==> config.mk <==
export PLATFORM = sky130hd
export DESIGN_NAME = fetch_unit
export DESIGN_NICKNAME = d
export VERILOG_FILES = /design/src/rtl/fetch_unit.sv
export SDC_FILE = /design/constraint.sdc
export NUM_CORES = 1
export LEC_CHECK = 0
export BUFFER_PORTS_ARGS = -buffer_cell sky130_fd_sc_hd__buf_2
export CORE_ASPECT_RATIO = 0.9
export CORE_UTILIZATION = 40
export DETAILED_ROUTE_END_ITERATION = 10
export PLACE_DENSITY = 0.69
export SYNTH_ARGS = -nofsm -noshare
export SYNTH_HDL_FRONTEND = slang
export SYNTH_SLANG_ARGS = --single-unit
==> constraint.sdc <==
create_clock -name clk -period 1.65 [get_ports clk]
set_input_delay 0.0825 -clock clk [delete_from_list [all_inputs] [get_ports clk]]
set_output_delay 0.0825 -clock clk [all_outputs]
set_load 0.01 [all_outputs]
==> src/rtl/fetch_unit.sv <==
`default_nettype none
// ============================================================================
// Module   : fetch_unit
// Brief    : PC / instruction-register fetch stage with jump, call and return
//            redirects. Optional hardware return stack under macro
//            FETCH_CALL_STACK_EN; without it call acts as jump and ret is ignored.
// Revision : 1.0 - initial release
// ============================================================================
module fetch_unit #(
    parameter logic [11:0] RESET_PC    = 12'd0,
    parameter int          STACK_DEPTH = 8
) (
    input  logic        clk,
    input  logic        rst,
    input  logic        stall,
    input  logic        jump_en,
    input  logic        call_en,
    input  logic        ret_en,
    input  logic [11:0] jump_addr,
    input  logic [18:0] instruction,
    output logic [11:0] address,
    output logic [18:0] ir,
    output logic [11:0] ir_pc,
    output logic        ir_valid,
    output logic        stack_overflow,
    output logic        stack_underflow
);

    logic [11:0] r_pc;
    logic [11:0] r_ir_pc;
    logic [18:0] r_ir;
    logic        r_ir_valid;

    logic        w_redirect;
    logic [11:0] w_target;

`ifdef FETCH_CALL_STACK_EN
    localparam int                c_SP_W  = $clog2(STACK_DEPTH + 1);
    localparam int                c_IDX_W = (STACK_DEPTH > 1) ? $clog2(STACK_DEPTH) : 1;
    localparam logic [c_SP_W-1:0] c_FULL  = c_SP_W'(STACK_DEPTH);
    localparam logic [c_SP_W-1:0] c_ONE   = c_SP_W'(1);

    logic [11:0]       r_stack [STACK_DEPTH];
    logic [c_SP_W-1:0] r_sp;
    logic              r_overflow;
    logic              r_underflow;

    logic              w_empty;
    logic              w_full;
    logic              w_push;
    logic              w_pop;
    logic              w_call_drop;
    logic              w_ret_drop;
    logic [c_SP_W-1:0] w_sp_m1;

    assign w_empty = (r_sp == '0);
    assign w_full  = (r_sp == c_FULL);
    assign w_sp_m1 = r_sp - c_ONE;

    // Only the highest-priority request is considered; if it cannot be
    // honoured it is dropped and lower-priority requests do not step in.
    always_comb begin
        w_push      = 1'b0;
        w_pop       = 1'b0;
        w_call_drop = 1'b0;
        w_ret_drop  = 1'b0;
        w_redirect  = 1'b0;
        w_target    = jump_addr;
        if (ret_en) begin
            if (w_empty) begin
                w_ret_drop = 1'b1;
            end else begin
                w_pop      = 1'b1;
                w_redirect = 1'b1;
                w_target   = r_stack[w_sp_m1[c_IDX_W-1:0]];
            end
        end else if (call_en) begin
            if (w_full) begin
                w_call_drop = 1'b1;
            end else begin
                w_push     = 1'b1;
                w_redirect = 1'b1;
            end
        end else if (jump_en) begin
            w_redirect = 1'b1;
        end
    end

    always_ff @(posedge clk or posedge rst) begin
        if (rst) begin
            r_sp        <= '0;
            r_overflow  <= 1'b0;
            r_underflow <= 1'b0;
        end else begin
            if (w_push) begin
                r_sp <= r_sp + c_ONE;
            end else if (w_pop) begin
                r_sp <= w_sp_m1;
            end
            if (w_call_drop) begin
                r_overflow <= 1'b1;
            end
            if (w_ret_drop) begin
                r_underflow <= 1'b1;
            end
        end
    end

    // Entries above the stack pointer are dead, so storage needs no reset.
    always_ff @(posedge clk) begin
        if (w_push) begin
            r_stack[r_sp[c_IDX_W-1:0]] <= r_ir_pc + 12'd1;
        end
    end

    assign stack_overflow  = r_overflow;
    assign stack_underflow = r_underflow;
`else
    logic [1:0] w_unused;

    assign w_unused        = {ret_en, (STACK_DEPTH > 1)};
    assign w_redirect      = call_en | jump_en;
    assign w_target        = jump_addr;
    assign stack_overflow  = 1'b0;
    assign stack_underflow = 1'b0;
`endif

    // A redirect squashes the word currently on the bus and overrides stall.
    always_ff @(posedge clk or posedge rst) begin
        if (rst) begin
            r_pc       <= RESET_PC;
            r_ir       <= '0;
            r_ir_pc    <= '0;
            r_ir_valid <= 1'b0;
        end else if (w_redirect) begin
            r_pc       <= w_target;
            r_ir_valid <= 1'b0;
        end else if (!stall) begin
            r_ir       <= instruction;
            r_ir_pc    <= r_pc;
            r_ir_valid <= 1'b1;
            r_pc       <= r_pc + 12'd1;
        end
    end

    assign address  = r_pc;
    assign ir       = r_ir;
    assign ir_pc    = r_ir_pc;
    assign ir_valid = r_ir_valid;

endmodule
`default_nettype wire
==> flow_metrics.tcl <==
set metrics [dict create \
    syn_area_um2 1960 \
    place.detailed.hpwl_um 2800 \
    wire_length_of_the_first_global_routing_pass_um 6120 \
    design.final.nets 287 \
    via_per_inst 4.64 \
    wl_per_cell_um 12.7 \
    end_kind "flip-flop" \
    cts_post_setup_buffers_inserted 0 \
    io_buffer_count 79 \
    finalWorstPathRequiredPeriod_ns 1.46 \
    cts_tree "yes" \
    ys_types 32 \
    r2r-end "address[10]$_DFFE_PP0P_" \
    cts.path.max_buffers 2 \
    synth_compound_area_share_pct 3.89 \
    grt_setup_unrepaired "false" \
    drt_first_pass_iters 4 \
    place_congestion 0.738 \
    path_max_fanout 4 \
    n_antenna_cell 0 \
    floorplan.die_area_um2 5190 \
    ant_nets 0 \
    multi_input_area_um2 776 \
    required_ns 1.83 \
    core_area_um2 4580 \
    cts.sink_count 44 \
    timing.critical_path.from "address[1]$_DFFE_PP0P_" \
    cts_inserted_buffers 5 \
    drc_errors 0 \
    worst_clock_skew_ns 0.00354 \
    globalRouteTotalUtil_pct 16.3 \
    groute.layer.met2.usage_pct 27.9 \
    global_routing_usage_on_met1_pct 18.4 \
    main_combinational_cell_family_by_area_after_synthesis "multiplexers" \
    synth_flop_cell "sky130_fd_sc_hd__dfrtp_1" \
    yosys.cell_count.top_type "sky130_fd_sc_hd__dfrtp_1" \
    synth.largest_area_cell "sky130_fd_sc_hd__dfrtp_1" \
    fp.dieW_um 75.8 \
    status "finished clean" \
    yosys.area_share.simple_pct 11.4 \
    synth_async_sr_flop_share_pct 100 \
    timing.reg2reg.setup_slack_ns 0.19 \
    placed_cells 285 \
    setup-violations-final 0 \
    synth_xor_xnor_area_share_pct 4.91 \
    drt-total-wl_um 3960 \
    synth-warning-count 0 \
    synth_largest_type_area_fraction_pct 56.2 \
    synthTopCellsByArea "sky130_fd_sc_hd__dfrtp_1 (56%), sky130_fd_sc_hd__mux2_1 (17%), sky130_fd_sc_hd__xnor2_1 (4.0%)" \
    arrival_ns 1.64 \
    yosys-top-cells-count "sky130_fd_sc_hd__dfrtp_1 (44), sky130_fd_sc_hd__mux2_1 (30), sky130_fd_sc_hd__nand2_1 (14)" \
    synth_fa_ha_area_share_pct 0.638 \
    post_synth_inst_count 145 \
    fin_ws_ns 0.193 \
    crit-reg2reg-launch "address[1]$_DFFE_PP0P_" \
    floorplan.rows 23 \
    fmax_ghz 0.686 \
    grt_pass1_vias 1389 \
    p_leak_nw 1.32 \
    clk_pin_slew_worst_paths_ns 0.08 \
    period_share_pct 88.3 \
    hold_path.class "in2reg" \
    startpoint_type "flip-flop" \
    setup_crit_path_kind "reg2reg" \
    grt_overflow_total 0 \
    worst-r2r-cell-count 5 \
    synth_edf_count 0 \
    layout.area.seq_um2 1100 \
    synth_seq_area_share_pct 56.2 \
    final.setup.tns_ns 0 \
    die-height_um 68.4 \
    dp_worst_setup_slack_ns 0.232 \
    maximum_number_of_pins_on_one_net_before_global_route_repair 26 \
    pwr_density_cell_nw_per_um2 984 \
    top_level_ports 83 \
    globalRoute.busiestLayer "met2" \
    cts_h_tree_depth 2 \
    post_layout_nonfiller_instances 312 \
    antenna_found_initial 0 \
    detailedRoute.firstIterationViolations 34 \
    insertion_delay_ns 0.29 \
    num_vias 1449 \
    synth.area.mux_share_pct 18.3 \
    synth.ff_latch_count 44 \
    slew_viol_final 0 \
    start_util_pct 42.8 \
    ctsRootBufferMaster "sky130_fd_sc_hd__clkbuf_8" \
    critPathCapture "address[10]$_DFFE_PP0P_" \
    layout-drive-gt1-share_pct 42.0 \
    max_cap_violations 0 \
    synth.avg_cell_area_um2 13.5 \
    filler_cell_count 388 \
    worstHoldStart "instruction[8]" \
    final_hold_viol_count 0 \
    vdd.ir_drop.worst_mv 0.608 \
    area_delta_synth_final_pct 39.1 \
    use_met3_pct 4.71 \
]
==> routing by layer <==
metal | part of all wire (%) | wire, µm
met3 | 7.2 | 286
met5 | 0 | 0
met1 | 42 | 1650
met2 | 49 | 1950
met4 | 1.8 | 71
==> power by group <==
group | internal [mW] | switching (mW) | leakage [nW] | total, mW
Sequential | 1.26 | 0.102 | 0.526 | 1.36
Combinational | 0.324 | 0.309 | 0.752 | 0.633
Clock | 0.340 | 0.350 | 0.0445 | 0.690
==> area by class of cell <==
class,instances,area share (%)
clock inverter,1,0.275
tap,62,2.85
inverter,4,0.551
clock buffer,7,3.17
timing repair buffer,105,24.3
sequential,44,40.4
multi-input combinational,89,28.5
==> cell families after synthesis <==
family | after synthesis
flip-flops | 44
XOR/XNOR | 11
AO/OA/AOI/OAI | 13
AND/OR/NAND/NOR | 30
adder cells (fa/ha/maj) | 1
buffers and inverters | 13
other | 1
multiplexers | 32
==> sequential cells by signal (all words and copies together), names as in the netlist <==
register,cells
ir_valid,1
ir_pc,12
ir,19
address,12
==> what timing repair did <==
item / CTS / global route
hold buffers: 19 / 0
endpoints found under the hold margin: 38 / 0
resized for setup: 0 / 0
==> critical path, stage by stage, from the launching register on <==
cell and delay (ns):
sky130_fd_sc_hd__dfrtp_1 0.36, sky130_fd_sc_hd__ha_1 0.18, sky130_fd_sc_hd__nor2b_1 0.30, sky130_fd_sc_hd__nor4b_4 0.27, sky130_fd_sc_hd__xnor2_1 0.18, sky130_fd_sc_hd__o21ai_2 0.07
==> per-stage QoR <==
step	util, %	hold WS (ns)	total power [mW]	instance area [µm²]
2_1_floorplan	-	0.199	1.70	1960
3_3_place_gp	53.4	0.127	1.96	2440
3_5_place_dp	53.4	0.124	1.99	2440
4_1_cts	59.6	0.0000388	2.73	2730
5_1_grt	59.6	0.00620	2.84	2730
6_report	59.6	0.0106	2.68	2730
==> how the worst min path moves through the flow <==
stage               slack, ns  cells past startpoint                endpoint
floorplan                0.20                      2  address[0]$_DFFE_PP0P_
global placement         0.13                      2      ir[12]$_DFFE_PP0P_
detailed placement       0.12                      2      ir[12]$_DFFE_PP0P_
CTS                   0.00004                      2       ir[1]$_DFFE_PP0P_
global route            0.006                      2      ir[12]$_DFFE_PP0P_
finish                   0.01                      2       ir[8]$_DFFE_PP0P_
==> layout by cell type (no fill, tap or decap), types with 2 or more instances in the layout <==
cell                            netlist  layout
sky130_fd_sc_hd__buf_4                2       5
sky130_fd_sc_hd__buf_12               0       2
sky130_fd_sc_hd__conb_1               1       2
sky130_fd_sc_hd__nand3_1              2       2
sky130_fd_sc_hd__o21ai_1              3       3
sky130_fd_sc_hd__dfrtp_1             44      44
sky130_fd_sc_hd__inv_1                4       3
sky130_fd_sc_hd__clkbuf_8             0       6
sky130_fd_sc_hd__nand2_1             14      14
sky130_fd_sc_hd__dlygate4sd3_1        0      19
sky130_fd_sc_hd__o21ai_0              6       6
sky130_fd_sc_hd__nor2_1               2       2
sky130_fd_sc_hd__mux2_1              30      30
sky130_fd_sc_hd__xnor2_1              9       9
sky130_fd_sc_hd__nor3_1               2       2
sky130_fd_sc_hd__o21ai_2              3       3
sky130_fd_sc_hd__buf_2                1      79
sky130_fd_sc_hd__xor2_1               2       2
No activity file was read; power rests on OpenSTA's default activity.
